$ cat src/rtl/accumulator_signed_pkg.sv
// Shared types and helpers for the signed block accumulator.
// State encoding plus a constant clog2 used for sizing.
package accumulator_signed_pkg;

  typedef enum logic {
    ACC  = 1'b0,
    DONE = 1'b1
  } state_e;

  function automatic int clog2(input int v);
    int r;
    r = 0;
    while ((1 << r) < v) r++;
    return r;
  endfunction

endpackage

$ cat src/rtl/saturate_signed.sv
// Clamps a wide signed value into a narrower signed range.
// Flags whenever the clamp changes the value.
module saturate_signed #(
  parameter int WIDTH_IN  = 19,
  parameter int WIDTH_OUT = 18
) (
  input  logic signed [WIDTH_IN-1:0]  sum_i,
  output logic signed [WIDTH_OUT-1:0] sat_o,
  output logic                        ovf_o
);

  logic [WIDTH_IN-WIDTH_OUT:0] top;

  // Fits only when all bits above the output sign agree with it
  assign top   = sum_i[WIDTH_IN-1:WIDTH_OUT-1];
  assign ovf_o = !((&top) || !(|top));

  always_comb begin
    sat_o = sum_i[WIDTH_OUT-1:0];
    if (ovf_o) begin
      sat_o = sum_i[WIDTH_IN-1] ? {1'b1, {(WIDTH_OUT-1){1'b0}}}
                                : {1'b0, {(WIDTH_OUT-1){1'b1}}};
    end
  end

endmodule

$ cat src/rtl/accumulator_signed.sv
// Sums COUNT signed products into a saturating accumulator and
// hands each block sum downstream over a valid/accept handshake.
module accumulator_signed
  import accumulator_signed_pkg::*;
#(
  parameter int DATA_WIDTH_IN  = 16,
  parameter int COUNT          = 4,
  parameter int DATA_WIDTH_OUT = DATA_WIDTH_IN + clog2(COUNT)
) (
  input  logic                             i_clk,
  input  logic                             i_nrst,
  input  logic signed [DATA_WIDTH_IN-1:0]  i_data,
  input  logic                             i_valid,
  output logic                             o_accept,
  input  logic                             i_clear,
  output logic signed [DATA_WIDTH_OUT-1:0] o_data,
  output logic                             o_overflow,
  output logic                             o_valid,
  input  logic                             i_accept
);

  localparam int W  = DATA_WIDTH_OUT;
  localparam int CW = clog2(COUNT + 1);
  localparam int SW =
    ((W > DATA_WIDTH_IN) ? W : DATA_WIDTH_IN) + 1;

  state_e              state_q, state_d;
  logic signed [W-1:0] acc_q, acc_d;
  logic signed [W-1:0] data_q, data_d;
  logic [CW-1:0]       cnt_q, cnt_d;
  logic                ovf_q, ovf_d;
  logic                oflow_q, oflow_d;

  logic signed [SW-1:0] sum;
  logic signed [W-1:0]  sat;
  logic                 sat_ovf;
  logic                 take, give, last;

  assign sum = SW'(acc_q) + SW'(i_data);

  saturate_signed #(
    .WIDTH_IN  (SW),
    .WIDTH_OUT (W)
  ) u_sat (
    .sum_i (sum),
    .sat_o (sat),
    .ovf_o (sat_ovf)
  );

  assign take = !i_clear && i_valid && (state_q == ACC);
  assign give = !i_clear && i_accept && (state_q == DONE);
  assign last = (cnt_q == CW'(COUNT - 1));

  always_comb begin
    state_d = state_q;
    acc_d   = acc_q;
    cnt_d   = cnt_q;
    ovf_d   = ovf_q;
    data_d  = data_q;
    oflow_d = oflow_q;
    unique case (1'b1)
      i_clear, give: begin
        state_d = ACC;
        acc_d   = '0;
        cnt_d   = '0;
        ovf_d   = 1'b0;
      end
      take: begin
        acc_d = sat;
        cnt_d = cnt_q + CW'(1);
        ovf_d = ovf_q | sat_ovf;
        if (last) begin
          state_d = DONE;
          data_d  = sat;
          oflow_d = ovf_q | sat_ovf;
        end
      end
      default: ;
    endcase
  end

  always_ff @(posedge i_clk or negedge i_nrst) begin
    if (!i_nrst) begin
      state_q <= ACC;
      acc_q   <= '0;
      cnt_q   <= '0;
      ovf_q   <= 1'b0;
      data_q  <= '0;
      oflow_q <= 1'b0;
    end else begin
      state_q <= state_d;
      acc_q   <= acc_d;
      cnt_q   <= cnt_d;
      ovf_q   <= ovf_d;
      data_q  <= data_d;
      oflow_q <= oflow_d;
    end
  end

  assign o_accept   = (state_q == ACC);
  assign o_valid    = (state_q == DONE);
  assign o_data     = data_q;
  assign o_overflow = oflow_q;

endmodule

$ cat config.mk
export PLATFORM = sky130hd
export DESIGN_NAME = accumulator_signed
export DESIGN_NICKNAME = d
export VERILOG_FILES = /design/src/rtl/accumulator_signed_pkg.sv /design/src/rtl/saturate_signed.sv /design/src/rtl/accumulator_signed.sv
export SDC_FILE = /design/constraint.sdc
export NUM_CORES = 1
export LEC_CHECK = 0
export ABC_AREA = 0
export CORE_MARGIN = 4
export CORE_UTILIZATION = 58
export DETAILED_ROUTE_END_ITERATION = 7
export PLACE_DENSITY = 0.85
export SETUP_SLACK_MARGIN = 0.4
export SLEW_MARGIN = 20
export SYNTH_ARGS = -nofsm -noshare
export SYNTH_HDL_FRONTEND = slang
export SYNTH_HIERARCHICAL = 1
export SYNTH_SLANG_ARGS = --single-unit
$ cat constraint.sdc
create_clock -name i_clk -period 4.9 [get_ports i_clk]
set_clock_uncertainty 0.1 [all_clocks]
set_input_delay 0.98 -clock i_clk [delete_from_list [all_inputs] [get_ports i_clk]]
set_output_delay 0.98 -clock i_clk [all_outputs]
set_load 0.01 [all_outputs]
# Word-level counts from Yosys, hierarchy flattened

Index checks and enable logic that the tools add are counted.

Register bits: 42
Input port bits: 21
Output and inout bits: 21

Add/subtract/negate cells: 2
Equal/unequal tests: 2
Multiplexer cells: 7
Bitwise logic cells: 2
Reduce and logical (&&, ||, !) cells: 14

Operators by type and width:

| cell                | number |
|---|---|
| $mux 18             | 2 |
| $pmux 18 s2         | 1 |
| $add 18x16->19      | 1 |
| $pmux 3 s2          | 1 |
| $reduce_and 2->1    | 3 |
| $logic_and 1x1->1   | 4 |
| $pmux 1 s2          | 2 |
| $reduce_or 2->1     | 2 |
| $add 3x1->3 const B | 1 |
| $eq 3x2->1 const B  | 1 |
| $logic_not 1->1     | 3 |
| $ne 2x1->1 const B  | 1 |
| $reduce_bool 2->1   | 1 |
| $logic_or 1x1->1    | 1 |
| $mux 1              | 1 |
| $not 1->1           | 1 |
| $or 1x1->1          | 1 |

# Logic depth before layout (Yosys ltp)

Depth in word-level cells: 7
Depth in mapped cells: 16

# Cells and area by module

The synthesis kept the hierarchy.

Modules (own cells, without submodules):

| module             | times used | cells an instance | area each (um^2) | sequential area each (um^2) |
|---|---|---|---|---|
| accumulator_signed | 1          | 228               | 2431.1           | 1051.0 |
| saturate_signed    | 1          | 26                | 217.7            | 0.0 |

# Worst setup path after synthesis

No wires, ideal clock.

Kind: input -> register
Start point: input i_data[0]
End point: register data_q[14], in the netlist o_data[14]
Data arrival time: 3.575 ns
Setup slack: 1.100 ns
Stages: 14
Cells stage by stage: ha_1 inv_1 fa_1 nand2b_1 a21oi_1 a31oi_2 o21ai_2 a31oi_1 ha_1 buf_6 nor2_8 buf_8 a21o_1 mux2_2

Word-level cells in the longest chain between the ends: 5
Elaborated cells on any way between the ends: 7

RTL lines:

| what                 | line                     | text |
|---|---|---|
| from (decl)          | accumulator_signed.sv:12 | `input logic signed [DATA_WIDTH_IN-1:0] i_data,` |
| $add 18x16->19 *     | accumulator_signed.sv:39 | `assign sum = SW'(acc_q) + SW'(i_data);` |
| via sum[18]          | accumulator_signed.sv:34 | `logic signed [SW-1:0] sum;` |
| $reduce_or 2->1      | saturate_signed.sv:16    | `assign ovf_o = !((&top) \|\| !(\|top));` |
| $logic_not 1->1      | saturate_signed.sv:16    |  |
| $logic_or 1x1->1     | saturate_signed.sv:16    |  |
| $mux 18 *            | saturate_signed.sv:20    | `if (ovf_o) begin` |
| via sat[14]          | accumulator_signed.sv:35 | `logic signed [W-1:0] sat;` |
| to (signal assigned) | accumulator_signed.sv:95 | `data_q <= data_d;` |
| to (decl)            | accumulator_signed.sv:29 | `logic signed [W-1:0] data_q, data_d;` |

Mark *: on every way through the listed nets, which the timed path passes. The rest lies on a longest branch.
A chain may end at the register's enable or synchronous reset.

# Worst setup path in the final report

Start point: input i_data[0]
End point: register data_q[3], in the netlist o_data[3]

The elaborated chain is that of the path after synthesis.

==> metrics.cfg <==
[pwr]
pwr-share-seq=0.247
combPwrFrac=0.662
pwr-share-clk=0.091
p_leak_nw=1.553
vdd_drop_max_mv=0.3736
swShare=0.4470
fin_total_pwr_mw=2.246
p_per_area_nw_per_um2=711.3
power.switching_mw=1.004
p_int_mw=1.242

[critical_path]
path_cells=clkdlybuf4s50_1 -> ha_1 -> inv_1 -> fa_1 -> nand2b_1 -> a21oi_1 -> a31oi_2 -> o21ai_2 -> a31oi_1 -> ha_2 -> buf_4 -> a21o_1 -> mux2_2
crit_family=compound AO/OA/AOI/OAI gates
end_kind=flip-flop
cp-startpoint=i_data[0]
max_stage_delay_ns=0.59
reg2reg_from=acc_q[0]$_DFFE_PN0P_
cp_max_fo=11
crit_arrival_ns=4.36
required_ns=4.97
crit_buf_inv=3
critPathKind=in2reg
cp_slowest_cell=a31oi_1
start_kind=primary input

[synth]
yosys.area.top_type_share=0.3968
yosysWarnings=6
synthAdderAreaFrac=0.1115
synth_simple_gate_area_frac=0.08030
ys_seq_area_frac=0.3968
muxShareOfSynthArea=0.08077
synth_edf_count=0
syn_area_sq_um=2649
synthXorXnorAreaFrac=0.05291
async_reset_ff_frac=1.000
synthDistinctLibCells=43
synth_top_flop_cell=dfrtp_1
synth_top_family_by_area=compound AO/OA/AOI/OAI gates
synth_cells=254
syn_area_per_cell_sq_um=10.43
yosys-top-cells-area=dfrtp_1 (40%), ha_1 (10%), mux2_2 (8.1%), a22o_1 (6.6%), a21o_1 (5.4%)
synth.net_count=298
yosysMostFrequentCell=dfrtp_1
synth_common_cells=dfrtp_1 (42), a21oi_1 (22), ha_1 (22)
yosys.area.top_type=dfrtp_1
synth_seq_cells=42
synth_compound_area_frac=0.2333

[layout]
antenna_cells=0
drive_above_1_share=0.1263
syn2layout_area_growth_pct=19.23
instances_no_fill=345
design_area_sq_um=3158
nets=337

[detailed_routing]
dr_total_vias=2065
post_drt_wl_per_cell_um=17.11
wl_met3_um=381
top_layer=met4
route.detailed.drc=0
wl_met2_um=2744
wl_um=5904
final_antenna_net_count=0
drt-vias-per-instance=5.986
drtIter0Drc=104
first_pass_iters=4
wl_met1_um=2744

[die]
core_sq_um=4384
rows=24
fp.dieW_um=75.58
die_y_um=75.58
ios=42
die_area_sq_um=5712
initial_core_util=0.6042

[placed_design]
dp_cells=338
place_area_sq_um=3079
gp_congestion=0.8697
hpwl_um=4521
io_buffers=41

[run_status]
outcome=completed

[timing]
grt_setup_unrepaired=false
holdWs_ns=0.4110
max_freq_ghz=0.2333
setup-tns-final_ns=0
setup_violations=0
maxSlewViolCount=0
hold_viol=0
worst_pin_slew_ns=0.9012
min_period_over_period=0.8746
slew_headroom=0.3992
timing.final.crit_period_ns=4.285

[clock_tree]
cts_max_level=2
clock_path_buffers=2
clock_latency_ns=0.29
clock-root-buffer=clkbuf_8
clkSlewWorstSetupHoldPaths_ns=0.07
hold_buffers=0
cts-buffers-inserted=5
cts_tree=yes
clock-sinks=42

[run]
maxCapViolCount=0

[global_routing]
gr-usage-all-layers=0.2313
grt_pass1_wl_um=9832
grt_max_degree=43
antenna_found_initial=0
grt_pass1_vias=2003
grt_overflow=0

[min_path]
min_from=acc_q[5]$_DFFE_PN0P_
hp-class=reg2reg

[kinds of logic after synthesis]
logic type      Yosys count
simple gates             41
mux                      19
compound gates           89
flops                    42
fa+ha+maj                23
xor+xnor                 16
buf+inv                  24
[cell type report]
class / count / area (sq um)
fillers: 322 / 1226
flip-flops and latches: 42 / 1051
multi-input cells: 188 / 1493
well taps: 52 / 65.06
clock buffers: 7 / 76.32
inverters: 12 / 45.04
repair buffers: 44 / 427.9
[routing by layer]
metal / GRT usage / vias to the layer above
met2: 0.3461 / 67
met5: 0 / -
met3: 0.04881 / 2
met4: 0.06408 / 0
li1: - / 1002
met1: 0.3415 / 994
[state kept, by name, indices dropped and copies added (netlist names)]
name and count:
acc_q 18, cnt_q 3, o_data 18, o_overflow 1
o_valid 1, ovf_q 1
[final timing paths]
path,slack (ns),depth (start not counted),endpoint
max,0.61,13,o_data[3]$_DFFE_PN0P_
min,0.41,1,acc_q[5]$_DFFE_PN0P_
max reg2reg,1.32,12,o_data[3]$_DFFE_PN0P_
min reg2reg,0.41,1,acc_q[5]$_DFFE_PN0P_
max in group asynchronous,3.45,1,o_data[1]$_DFFE_PN0P_
min in group asynchronous,0.70,1,acc_q[11]$_DFFE_PN0P_
[worst reg2reg max path, delay by kind of cell (launching register included)]
family	cells	cell delay, ns
AND/OR/NAND/NOR	1	0.14
adder cells (fa/ha/maj)	3	0.93
buffers and inverters	2	0.27
flip-flops	1	0.40
multiplexers	1	0.27
AO/OA/AOI/OAI	5	1.35
[placed cells by master, fill, tap and decap left out, types with 2 or more instances in the layout]
cell type        Yosys  routed
a21boi_0             2       2
a21oi_1             22      22
a22o_1              20      20
clkdlybuf4s50_1      0      40
ha_1                22      21
a21o_1              19      19
nand2b_1             2       2
nor2b_1              2       2
xnor2_1              8       8
dfrtp_1             42      42
o21ai_0             11      11
o21bai_1             2       2
clkbuf_8             0       5
xor2_1               8       8
and3_1               2       2
nand3_1              3       3
buf_4                1       3
nand2_1             13      13
nor2_1              10      10
a31oi_1              5       5
mux2_2              19      19
inv_1               12      12
clkbuf_1             5       2
[through the flow]
| step | utilization | setup slack (ns) |
|---|---|---|
| after floorplan | - | 1.100 |
| after global placement | 0.7023 | 0.3890 |
| after detailed placement | 0.7023 | 0.2723 |
| after CTS | 0.7197 | 0.5614 |
| after global routing | 0.7203 | 0.4330 |
| final | 0.7203 | 0.6146 |
[timing repair]
item / in CTS / in global routing
endpoints found under the setup margin: 0 / 18
hold endpoints to repair: 0 / 0
gates resized for setup: 0 / 1
buffers inserted: 0 / 0
[power by group through the flow]
| stage | clock, mW | combinational (mW) | sequential [mW] |
|---|---|---|---|
| CTS | 0.211 | 1.47 | 0.554 |
| floorplan | 0 | 1.12 | 0.548 |
| global route | 0.225 | 1.63 | 0.571 |
| detailed placement | 0 | 1.46 | 0.559 |
| global placement | 0 | 1.42 | 0.559 |
| finish | 0.204 | 1.49 | 0.554 |
No activity file was read; power rests on OpenSTA's default activity.
